### config.mk
export PLATFORM = sky130hd
export DESIGN_NAME = pinput_dchain_extmode_array_flat
export DESIGN_NICKNAME = d
export VERILOG_FILES = /design/src/rtl/pinput_dchain_extmode_array_if.sv /design/src/rtl/pinput_dchain_extmode_array.sv /design/src/flat_wrapper.sv
export SDC_FILE = /design/constraint.sdc
export NUM_CORES = 1
export LEC_CHECK = 0
export CAP_MARGIN = 30
export CORE_MARGIN = 2
export CORE_UTILIZATION = 35
export CTS_CLUSTER_DIAMETER = 80
export DETAILED_ROUTE_END_ITERATION = 7
export GPL_TIMING_DRIVEN = 0
export PLACE_DENSITY_LB_ADDON = 0.05
export SLEW_MARGIN = 10
export SYNTH_ARGS = -nofsm -noshare
export SYNTH_HDL_FRONTEND = slang
export SYNTH_SLANG_ARGS = --single-unit
### constraint.sdc
create_clock -name clk -period 2.1 [get_ports clk]
set_input_delay 0.21 -clock clk [delete_from_list [all_inputs] [get_ports clk]]
set_output_delay 0.21 -clock clk [all_outputs]
set_load 0.05 [all_outputs]
### src/rtl/pinput_dchain_extmode_array_if.sv
// pinput_dchain_extmode_array_if: configuration chain and pad/fabric signals of the pad-input tile
interface pinput_dchain_extmode_array_if #(
   parameter int NUM_CH = 4
);
   logic              config_enable;
   logic              ccff_head;
   logic              ccff_tail;
   logic [NUM_CH-1:0] soc_in_i;
   logic [NUM_CH-1:0] fpga_in_o;
   logic [NUM_CH-1:0] mode_o;
   modport master (
      output config_enable, ccff_head, soc_in_i,
      input  ccff_tail, fpga_in_o, mode_o
   );
   modport slave (
      input  config_enable, ccff_head, soc_in_i,
      output ccff_tail, fpga_in_o, mode_o
   );
endinterface

### src/rtl/pinput_dchain_extmode_array.sv
// pinput_dchain_extmode_array: multi-channel pad-input tile with a double-buffered mode chain
module pinput_dchain_extmode_array #(
   parameter int NUM_CH   = 4,
   parameter int MODE_W   = 5,
   parameter int FILT_W   = 4,
   parameter int FILT_LEN = 7
) (
   input logic                            clk,
   input logic                            reset,
   pinput_dchain_extmode_array_if.slave   bus
);
   localparam int TOTAL = NUM_CH * MODE_W;
   logic [TOTAL-1:0] r_chain;
   logic [TOTAL-1:0] r_active;
   logic             r_cfg_d;
   logic             w_load;
   // the active word is taken one cycle after the last shift, when config_enable falls
   assign w_load        = r_cfg_d & ~bus.config_enable;
   assign bus.ccff_tail = r_chain[TOTAL-1];
   always_ff @(posedge clk) begin
      if (reset) begin
         r_chain  <= '0;
         r_active <= '0;
         r_cfg_d  <= 1'b0;
      end else begin
         if (bus.config_enable) r_chain <= {r_chain[TOTAL-2:0], bus.ccff_head};
         if (w_load) r_active <= r_chain;
         r_cfg_d <= bus.config_enable;
      end
   end
   for (genvar c = 0; c < NUM_CH; c++) begin : g_ch
      logic [MODE_W-1:0] w_mode;
      logic              w_cand;
      logic              r_s0, r_s1, r_s2, r_filt, r_prev;
      logic [FILT_W-1:0] r_cnt;
      assign w_mode = r_active[c*MODE_W +: MODE_W];
      assign w_cand = w_mode[2] ? r_s2 : r_s0;
      always_ff @(posedge clk) begin
         if (reset || w_load) begin
            r_s0   <= 1'b0;
            r_s1   <= 1'b0;
            r_s2   <= 1'b0;
            r_filt <= 1'b0;
            r_prev <= 1'b0;
            r_cnt  <= '0;
         end else begin
            r_s0   <= bus.soc_in_i[c] ^ w_mode[1];
            r_s1   <= r_s0;
            r_s2   <= r_s1;
            r_prev <= r_filt;
            if (!w_mode[3]) begin
               r_filt <= w_cand;
               r_cnt  <= '0;
            end else if (w_cand == r_filt) begin
               r_cnt <= '0;
            end else if (r_cnt == FILT_W'(FILT_LEN - 1)) begin
               r_filt <= w_cand;
               r_cnt  <= '0;
            end else begin
               r_cnt <= r_cnt + 1'b1;
            end
         end
      end
      assign bus.fpga_in_o[c] = w_mode[0] & r_filt & ~(w_mode[4] & r_prev);
      assign bus.mode_o[c]    = w_mode[0];
   end
endmodule

### src/flat_wrapper.sv
// flat-port wrapper written by rule: the top's interface ports become plain ports
module pinput_dchain_extmode_array_flat 
#(
   parameter int NUM_CH   = 4,
   parameter int MODE_W   = 5,
   parameter int FILT_W   = 4,
   parameter int FILT_LEN = 7
)
  (clk, reset, bus_config_enable, bus_ccff_head, bus_soc_in_i, bus_ccff_tail, bus_fpga_in_o, bus_mode_o);
  pinput_dchain_extmode_array_if #(.NUM_CH(NUM_CH)) bus_i ();
  input logic clk;
  input logic reset;
  input wire logic [$bits(bus_i.config_enable)-1:0] bus_config_enable;
  input wire logic [$bits(bus_i.ccff_head)-1:0] bus_ccff_head;
  input wire logic [$bits(bus_i.soc_in_i)-1:0] bus_soc_in_i;
  output wire logic [$bits(bus_i.ccff_tail)-1:0] bus_ccff_tail;
  output wire logic [$bits(bus_i.fpga_in_o)-1:0] bus_fpga_in_o;
  output wire logic [$bits(bus_i.mode_o)-1:0] bus_mode_o;
  assign bus_i.config_enable = bus_config_enable;
  assign bus_i.ccff_head = bus_ccff_head;
  assign bus_i.soc_in_i = bus_soc_in_i;
  assign bus_ccff_tail = bus_i.ccff_tail;
  assign bus_fpga_in_o = bus_i.fpga_in_o;
  assign bus_mode_o = bus_i.mode_o;
  pinput_dchain_extmode_array #(.NUM_CH(NUM_CH), .MODE_W(MODE_W), .FILT_W(FILT_W), .FILT_LEN(FILT_LEN)) u_core (.clk(clk), .reset(reset), .bus(bus_i));
endmodule
==> impl_metrics.ini <==
[outcome]
status = finished clean

[global_route]
grt_pass1_wl_um = 9280
grt_overflow = 0
grt_pass1_vias = 1902
antenna_found_initial = 0
grt_max_degree = 13
track_usage_pct = 13.7

[timing]
max_freq_ghz = 0.504
worst_clock_skew_ns = 0.00510
slew_viol_final = 0
fin_setup_tns_ns = 0
setup_viol = 0
tightest_slew_ns = 0.494
rsz0062_at_grt = no
period_share_pct = 94.4
holdWs_ns = 0.196
hold_violations = 0
finalCriticalPeriod_ns = 1.98
slew_headroom_pct = 67.0

[clock_network]
cts_resized = 0
cts_hold_buf = 0
cts-root-buf = clkbuf_8
cts_setup_buffers = 0
clock_tree.buffer_depth = 2
cts_tree = yes
cts.htree.levels = 3
clk_pin_slew_ns = 0.08
cts_sinks = 77
cts_made_buffers = 9
clkLatencyLatePin_ns = 0.34

[placed_design]
gp_congestion = 0.701
dp_hpwl_um = 4040
place_inst = 417
placed_area_mm2 = 0.00317
io_buffers = 14

[worst_setup_path]
r2r_cells = 5
crit_arrival_ns = 1.77
path_max_fanout = 3
critPathRequiredTime_ns = 1.89
cp-end-kind = output pin
crit_path_start_kind = flop
path_class = reg2out

[synth]
synth_area_leaders = dfxtp_1, mux2i_1, nand2_1, a21oi_1, nor2_1
ys_seq_area_share_pct = 53.1
ys_warn_count = 0
syn_nets = 314
synth_edf_count = 0
yosysMostFrequentCell = dfxtp_1
synth_ff_type = dfxtp_1
synthArstFlopShare_pct = 0
synth_seq_cells = 77
synth_top_area_share_pct = 53.1
synth_area_mm2 = 0.00290
yosys-top-cells-count = dfxtp_1, nand2_1, nor2_1, a21oi_1, mux2i_1
synth_top_cell_by_area = dfxtp_1
syn_avg_cell_area_um2 = 9.74
synthCells = 298
yosysUniqueCellTypes = 24

[die]
ios = 17
dieArea_mm2 = 0.00903
core_mm2 = 0.00813
die_width_um = 95.1
fp.dieH_um = 95.1
start_util_pct = 35.7
rows = 33

[power]
power_w = 0.00289
power_density_mw_per_mm2 = 847
p_leak_nw = 1.28
vdd_ir_drop_max_mv = 0.347

[route]
routed_wl_um = 5520
ant_nets = 0
drt_pass1_iterations = 4
avgRoutedWirePerCell_um = 12.8
vias = 1968
drc = 0
drtIter0Drc = 44
via_per_inst = 4.56

[worst_hold_path]
hp-class = in2reg
hold_depth = 3

[finish]
layout.cells.non_filler = 432
area_growth_pct = 17.4
nNetsFinal = 339
drive_above_1_share_pct = 11.0
final_area_mm2 = 0.00341
n_antenna_cell = 0

[run]
drv_cap = 0
## power by group
group | internal, W | switching [W] | total (W)
clock | 0.000761 | 0.000512 | 0.00127
combinational | 0.0000515 | 0.0000764 | 0.000128
sequential | 0.00148 | 0.00000797 | 0.00148
## cell families after synthesis
| family | after synthesis | synth area share [%] |
|---|---|---|
| flops | 77 | 53.1 |
| simple gates | 112 | 18.5 |
| xor+xnor | 16 | 4.83 |
| fa+ha+maj | 8 | 3.45 |
| mux | 24 | 8.28 |
| buf+inv | 29 | 5.48 |
| compound gates | 32 | 6.38 |
## layout by cell type, fill, tap and decap left out, drive strengths merged, types with 12 or more instances in the layout
| cell | netlist | routed |
|---|---|---|
| dfxtp | 77 | 77 |
| nand2 | 49 | 49 |
| nor2 | 28 | 28 |
| a21oi | 24 | 24 |
| mux2i | 24 | 24 |
| nor4 | 16 | 16 |
| clkbuf | 4 | 16 |
| buf | 16 | 16 |
| clkdlybuf4s50 | 0 | 14 |
| xnor2 | 12 | 12 |
## per-layer routing
layer / share of wire (%) / routed length [µm] / global-route usage [%]
met4: 2.1 / 116 / 6.52
met1: 52 / 2850 / 18.9
met2: 44 / 2420 / 20.5
met3: 2.5 / 137 / 2.77
met5: 0 / 0 / 0
## layout make-up
cell class,instances,area [µm²]
Fill cell,844,4730
Sequential cell,77,1540
Multi-Input combinational cell,192,1200
Clock buffer,12,165
Timing Repair Buffer,14,140
Tap cell,105,131
Buffer,20,125
Clock inverter,3,67.6
Inverter,9,33.8
## worst paths after layout
path | from | to | slack (ns)
min | bus_config_enable | u_core.r_chain[0]$_SDFFE_PP0P_ | 0.20
max reg2reg | u_core.g_ch[2].r_cnt[0]$_SDFF_PP0_ | u_core.g_ch[2].r_cnt[2]$_SDFF_PP0_ | 0.86
max | u_core.r_active[15]$_SDFFE_PP0P_ | bus_fpga_in_o[3] | 0.12
min reg2reg | u_core.g_ch[3].r_s1$_SDFF_PP0_ | u_core.g_ch[3].r_s2$_SDFF_PP0_ | 0.46
## critical path, cell delays in order (launching register included)
cell and delay (ns):
dfxtp_1 0.40, nand2_1 0.07, a21oi_1 0.14, clkdlybuf4s50_1 0.82
## registers in the layout, indices dropped and copies added, names as in the netlist
name                cells
u_core.r_active        20
u_core.r_chain         20
u_core.g_ch.r_cnt      16
u_core.g_ch.r_filt      4
u_core.g_ch.r_prev      4
u_core.g_ch.r_s0        4
u_core.g_ch.r_s1        4
u_core.g_ch.r_s2        4
u_core.r_cfg_d          1
## per-stage QoR
stage / util, % / worst slack (ns)
global route: 41.9 / 0.00447
global placement: 39.0 / 0.429
finish: 41.9 / 0.118
detailed placement: 39.0 / 0.436
floorplan: - / 0.753
CTS: 41.9 / 0.0536
Note: power is estimated with default switching activity, not from simulation.
==> RTL change 1 (same settings) <==
`MODE_W` is set to 5 in 2 places; all go to 7.
--- a/src/rtl/pinput_dchain_extmode_array.sv
+++ b/src/rtl/pinput_dchain_extmode_array.sv
@@ -2,5 +2,5 @@
 module pinput_dchain_extmode_array #(
    parameter int NUM_CH   = 4,
-   parameter int MODE_W   = 5,
+   parameter int MODE_W   = 7,
    parameter int FILT_W   = 4,
    parameter int FILT_LEN = 7
--- a/src/flat_wrapper.sv
+++ b/src/flat_wrapper.sv
@@ -3,5 +3,5 @@
 #(
    parameter int NUM_CH   = 4,
-   parameter int MODE_W   = 5,
+   parameter int MODE_W   = 7,
    parameter int FILT_W   = 4,
    parameter int FILT_LEN = 7
Formal check against the unedited RTL: not equivalent (a bounded check fails within 10 cycles, from zero or initial values and one cycle with reset high).
==> RTL change 1 against the original RTL <==
- power up 4.8%
- sequential power grew 11%
- first-iteration DRC count rose by 52%
- area after synthesis grew 8.1%
- final area increased by 6.8%
- utilization is 0.18 points lower
- setup slack improved by 0.024 ns
- routed wire length increased by 8.7%
- sequential cell count increased by 8
- largest cell class unchanged
==> RTL change 1: results (changes against the original RTL) <==
Synth area leaders -> dfxtp_1 (54%), mux2i_1 (10%), nand2_1 (5.7%)
internal power -> 2.38 mW (+3.8%)
DR vias -> 2085 (+5.9%)
most common library cells after synthesis -> dfxtp_1 (85), nand2_1 (48), nor2_1 (36)
GRT Total Usage -> 13.5% (-0.20 points)
biggest regs -> u_core.r_chain x28, u_core.r_active x20, u_core.g_ch.r_cnt x16
Port Buffers -> 15 (+1)
Num CTS Buffers -> 9 (unchanged)
post-CTS setup buffer count -> 0 (unchanged)
pre-CTS setup slack -> 0.343 ns (-0.0931 ns)
syn nets -> 339 (+8.0%)
DRT iter0 DRCs -> 67 (+52%)
largest net degree at the start of global routing -> 14 (+1)
post-synthesis cell type count -> 23 (-4.2%)
Syn Inst Count -> 323 (+8.4%)
VDD IR max -> 0.380 mV (+9.6%)
Inst Count DP -> 446 (+7.0%)
LEAKAGE -> 1.38 nW (+8.2%)
nets -> 365 (+7.7%)
dpl hpwl -> 4.15 mm (+2.8%)
crit path DAT -> 1.75 ns (-0.02 ns)
run status -> finished clean
sequential area share after synthesis -> 54.2% (+1.1 points)
Ant. Diodes -> 0 (unchanged)
layout cells sized above 1 -> 9.35% (-1.7 points)
max incr delay on CP -> 0.83 ns
gpl congestion -> 0.731 (+4.2%)
vias in the first global route -> 2111 (+11%)
CP top delay family -> buffers and inverters
WL/cell -> 13.0 microns (+1.8%)
clk_skew -> 0.0149 ns (+0.00980 ns)
vias per cell -> 4.52 (-0.72%)
first-pass GRT wire length -> 10.4 mm (+12%)
RTL change 1: power by group through the flow:
stage	Combinational [mW]	Clock (mW)	Sequential [mW]
after floorplan	0.0953	0	1.67
after global routing	0.150	1.36	1.64
after detailed placement	0.137	0	1.67
final	0.134	1.25	1.64
after CTS	0.137	1.29	1.64
after global placement	0.136	0	1.67
RTL change 1: per-stage QoR:
stage,cell area [sq um],total power [mW]
2_1_floorplan,3140,1.77
6_report,3640,3.02
5_1_grt,3640,3.15
3_3_place_gp,3420,1.81
3_5_place_dp,3420,1.81
4_1_cts,3640,3.07
RTL change 1: cells by family after synthesis:
family | share of synthesized area [%]
simple gates | 17.2
flops | 54.2
buf+inv | 4.75
compound gates | 5.90
mux | 10.2
fa+ha+maj | 3.19
xor+xnor | 4.47
RTL change 1: path summary, 6_finish.rpt:
path	depth (start not counted)	to	slack, ns	startpoint
max reg2reg	5	u_core.r_active[18]$_SDFFE_PP0P_	0.76	u_core.r_cfg_d$_SDFF_PP0_
max	3	bus_fpga_in_o[2]	0.14	u_core.r_active[14]$_SDFFE_PP0P_
min reg2reg	1	u_core.g_ch[3].r_s2$_SDFF_PP0_	0.45	u_core.g_ch[3].r_s1$_SDFF_PP0_
min	3	u_core.g_ch[0].r_filt$_SDFFE_PP0P_	0.32	reset
RTL change 1: final cells by class:
cell class	count	area [sq um]
fill	865	5080
tap	108	135
clock inverter	4	72.6
buffer	21	115
inverter	9	33.8
multi-input combinational	208	1290
timing repair buffer	15	150
sequential	85	1700
clock buffer	11	141
RTL change 1: metal layers:
metal | vias to the layer above | GRT usage [%] | share of wire [%]
met5 | - | 0 | 0
met4 | 0 | 3.79 | 0.83
met1 | 934 | 19.2 | 54
li1 | 1127 | - | -
met2 | 20 | 19.7 | 42
met3 | 4 | 4.47 | 3.2
==> RTL change 2 (same flow settings) <==
Without the edit above. Reset style: asynchronous (`reset`), changed in one clocked block.
--- a/src/rtl/pinput_dchain_extmode_array.sv
+++ b/src/rtl/pinput_dchain_extmode_array.sv
@@ -18,5 +18,5 @@
    assign w_load        = r_cfg_d & ~bus.config_enable;
    assign bus.ccff_tail = r_chain[TOTAL-1];
-   always_ff @(posedge clk) begin
+   always_ff @(posedge clk or posedge reset) begin
       if (reset) begin
          r_chain  <= '0;
Formal check against the unedited RTL: differs if reset is asserted again (counterexample within 4 cycles, from zero or initial values and one cycle with reset high); with reset held inactive, the same outputs for 10 cycles.
==> RTL change 2 against the original RTL <==
- setup slack got worse by 0.028 ns
- sequential cell count unchanged
- final area increased by 1.7%
- routed wire length decreased by 8.3%
- critical path type unchanged
- global-route usage decreased by 0.74 points
- count of clock-buffer cells in the layout decreased by 1
- cell count decreased by 16%
- area after synthesis increased by 1.3%
Power is not compared: it rests on default switching activity, and its combinational part moved more than twofold at a synthesized area within 25%.
==> RTL change 2: results (changes against the original RTL) <==
run status -> finished clean
CTS max path bufs -> 2 (unchanged)
placed cell area -> 3250 sq um (+2.5%)
clock-pin slew on the worst setup and hold paths -> 0.08 ns (about the same)
Synth Area in Compound Gates -> 1.70% (-4.7 points)
largest net degree at the start of global routing -> 28 (+15)
crit path DAT -> 1.80 ns (+0.03 ns)
First-pass DRT Iterations -> 4 (unchanged)
first-pass GRT wire length -> 8.76 mm (-5.6%)
max incr delay on CP -> 0.83 ns
vias per cell -> 4.73 (+3.8%)
syn nets -> 241 (-23%)
mux cell area share after synthesis -> 16.7% (+8.4 points)
dpl hpwl -> 3.44 mm (-15%)
reg2reg start -> u_core.r_cfg_d$_DFF_PP0_
GR Layer Usage met1 -> 19.6% (+0.65 points)
GRT Total Usage -> 13.0% (-0.74 points)
Worst Reg-to-Reg Cells -> 4 (-1)
reg-to-reg slack, setup -> 0.76 ns (-0.10 ns)
M1 WL -> 2.71 mm (-5.1%)
crit path from -> u_core.g_ch[1].r_filt$_SDFFE_PP0P_
Avg Inst Size Synth -> 13.1 sq um (+34%)
Worst Setup EP -> bus_fpga_in_o[1]
Port Buffers -> 16 (+2)
Worst Hold Path EP -> u_core.r_cfg_d$_DFF_PP0_
initial antenna violation count -> 0 (unchanged)
WL/cell -> 14.0 microns (+9.1%)
clk_skew -> 0.00990 ns (+0.00481 ns)
routed length on met3 -> 117 microns (-15%)
Synth Warn # -> 0 (unchanged)
routed wl met2 -> 2.11 mm (-13%)
layout cells sized above 1 -> 26.7% (+16 points)
nets -> 269 (-21%)
gpl congestion -> 0.695 (-0.86%)
vias in the first global route -> 1692 (-11%)
actual slew at the worst max-slew pin -> 0.576 ns (+0.0817 ns)
post-synthesis cell type count -> 22 (-8.3%)
Crit-path slowest cell -> clkdlybuf4s50_1
met2 GRT Util -> 16.7% (-3.8 points)
reg-to-reg endpoint -> u_core.r_active[19]$_DFFE_PP0P_
final worst-path setup slack -> 0.0900 ns (-0.0277 ns)
Synth async-reset ratio -> 53.2% (+53 points)
VDD IR max -> 0.742 mV
Synth area leaders -> dfrtp_1 (35%), dfxtp_1 (25%), mux2_2 (15%)
XOR/XNOR share of the synthesized area -> 4.77% (-0.062 points)
Resized Gates After CTS -> 0 (unchanged)
post-CTS setup buffer count -> 0 (unchanged)
Inst Count DP -> 347 (-17%)
DRT iter0 DRCs -> 56 (+27%)
met3 Usage GRT -> 2.61% (-0.16 points)
hold path cells -> 1 (-2)
biggest regs -> u_core.r_active x20, u_core.r_chain x20, u_core.g_ch.r_cnt x16
non-filler instance count after layout -> 363 (-16%)
Post-Synth Adder-Cell Area -> 3.41% (-0.044 points)
critical-path maximum fanout -> 4 (+1)
sequential area share after synthesis -> 59.4% (+6.3 points)
Num CTS Buffers -> 9 (unchanged)
pre-CTS setup slack -> 0.237 ns (-0.199 ns)
final hold slack -> 0.359 ns (+0.163 ns)
most common library cells after synthesis -> dfrtp_1 (41), mux2_2 (40), dfxtp_1 (36)
-- RTL change 2: cell types whose count changed after synthesis, sizes merged, moves of 24 or more --
| cell | change |
|---|---|
| dfrtp | +41 |
| dfxtp | -41 |
| mux2 | +40 |
| nand2 | -40 |
| nor2 | -24 |
-- RTL change 2: layout make-up --
cell class / count / area (sq um)
fill: 780 / 4710
sequential: 77 / 1750
multi-input combinational: 130 / 1100
timing repair buffer: 17 / 180
clock buffer: 11 / 153
tap: 105 / 131
buffer: 13 / 76.3
clock inverter: 5 / 57.6
inverter: 5 / 18.8
-- RTL change 2: worst max-delay path: cells and delay by family (launching register included) --
kind                   cells  cell delay, ns
DFF                        1            0.41
buffers and inverters      1            0.83
AOI/OAI and AO/OA          1            0.15
and+or+nand+nor            1            0.07
-- RTL change 2: power breakdown --
group / total [mW] / internal (mW) / switching [mW]
sequential: 2.14 / 1.86 / 0.280
combinational: 0.991 / 0.510 / 0.481
clock: 1.17 / 0.622 / 0.545
total: 4.30 / 3.00 / 1.31
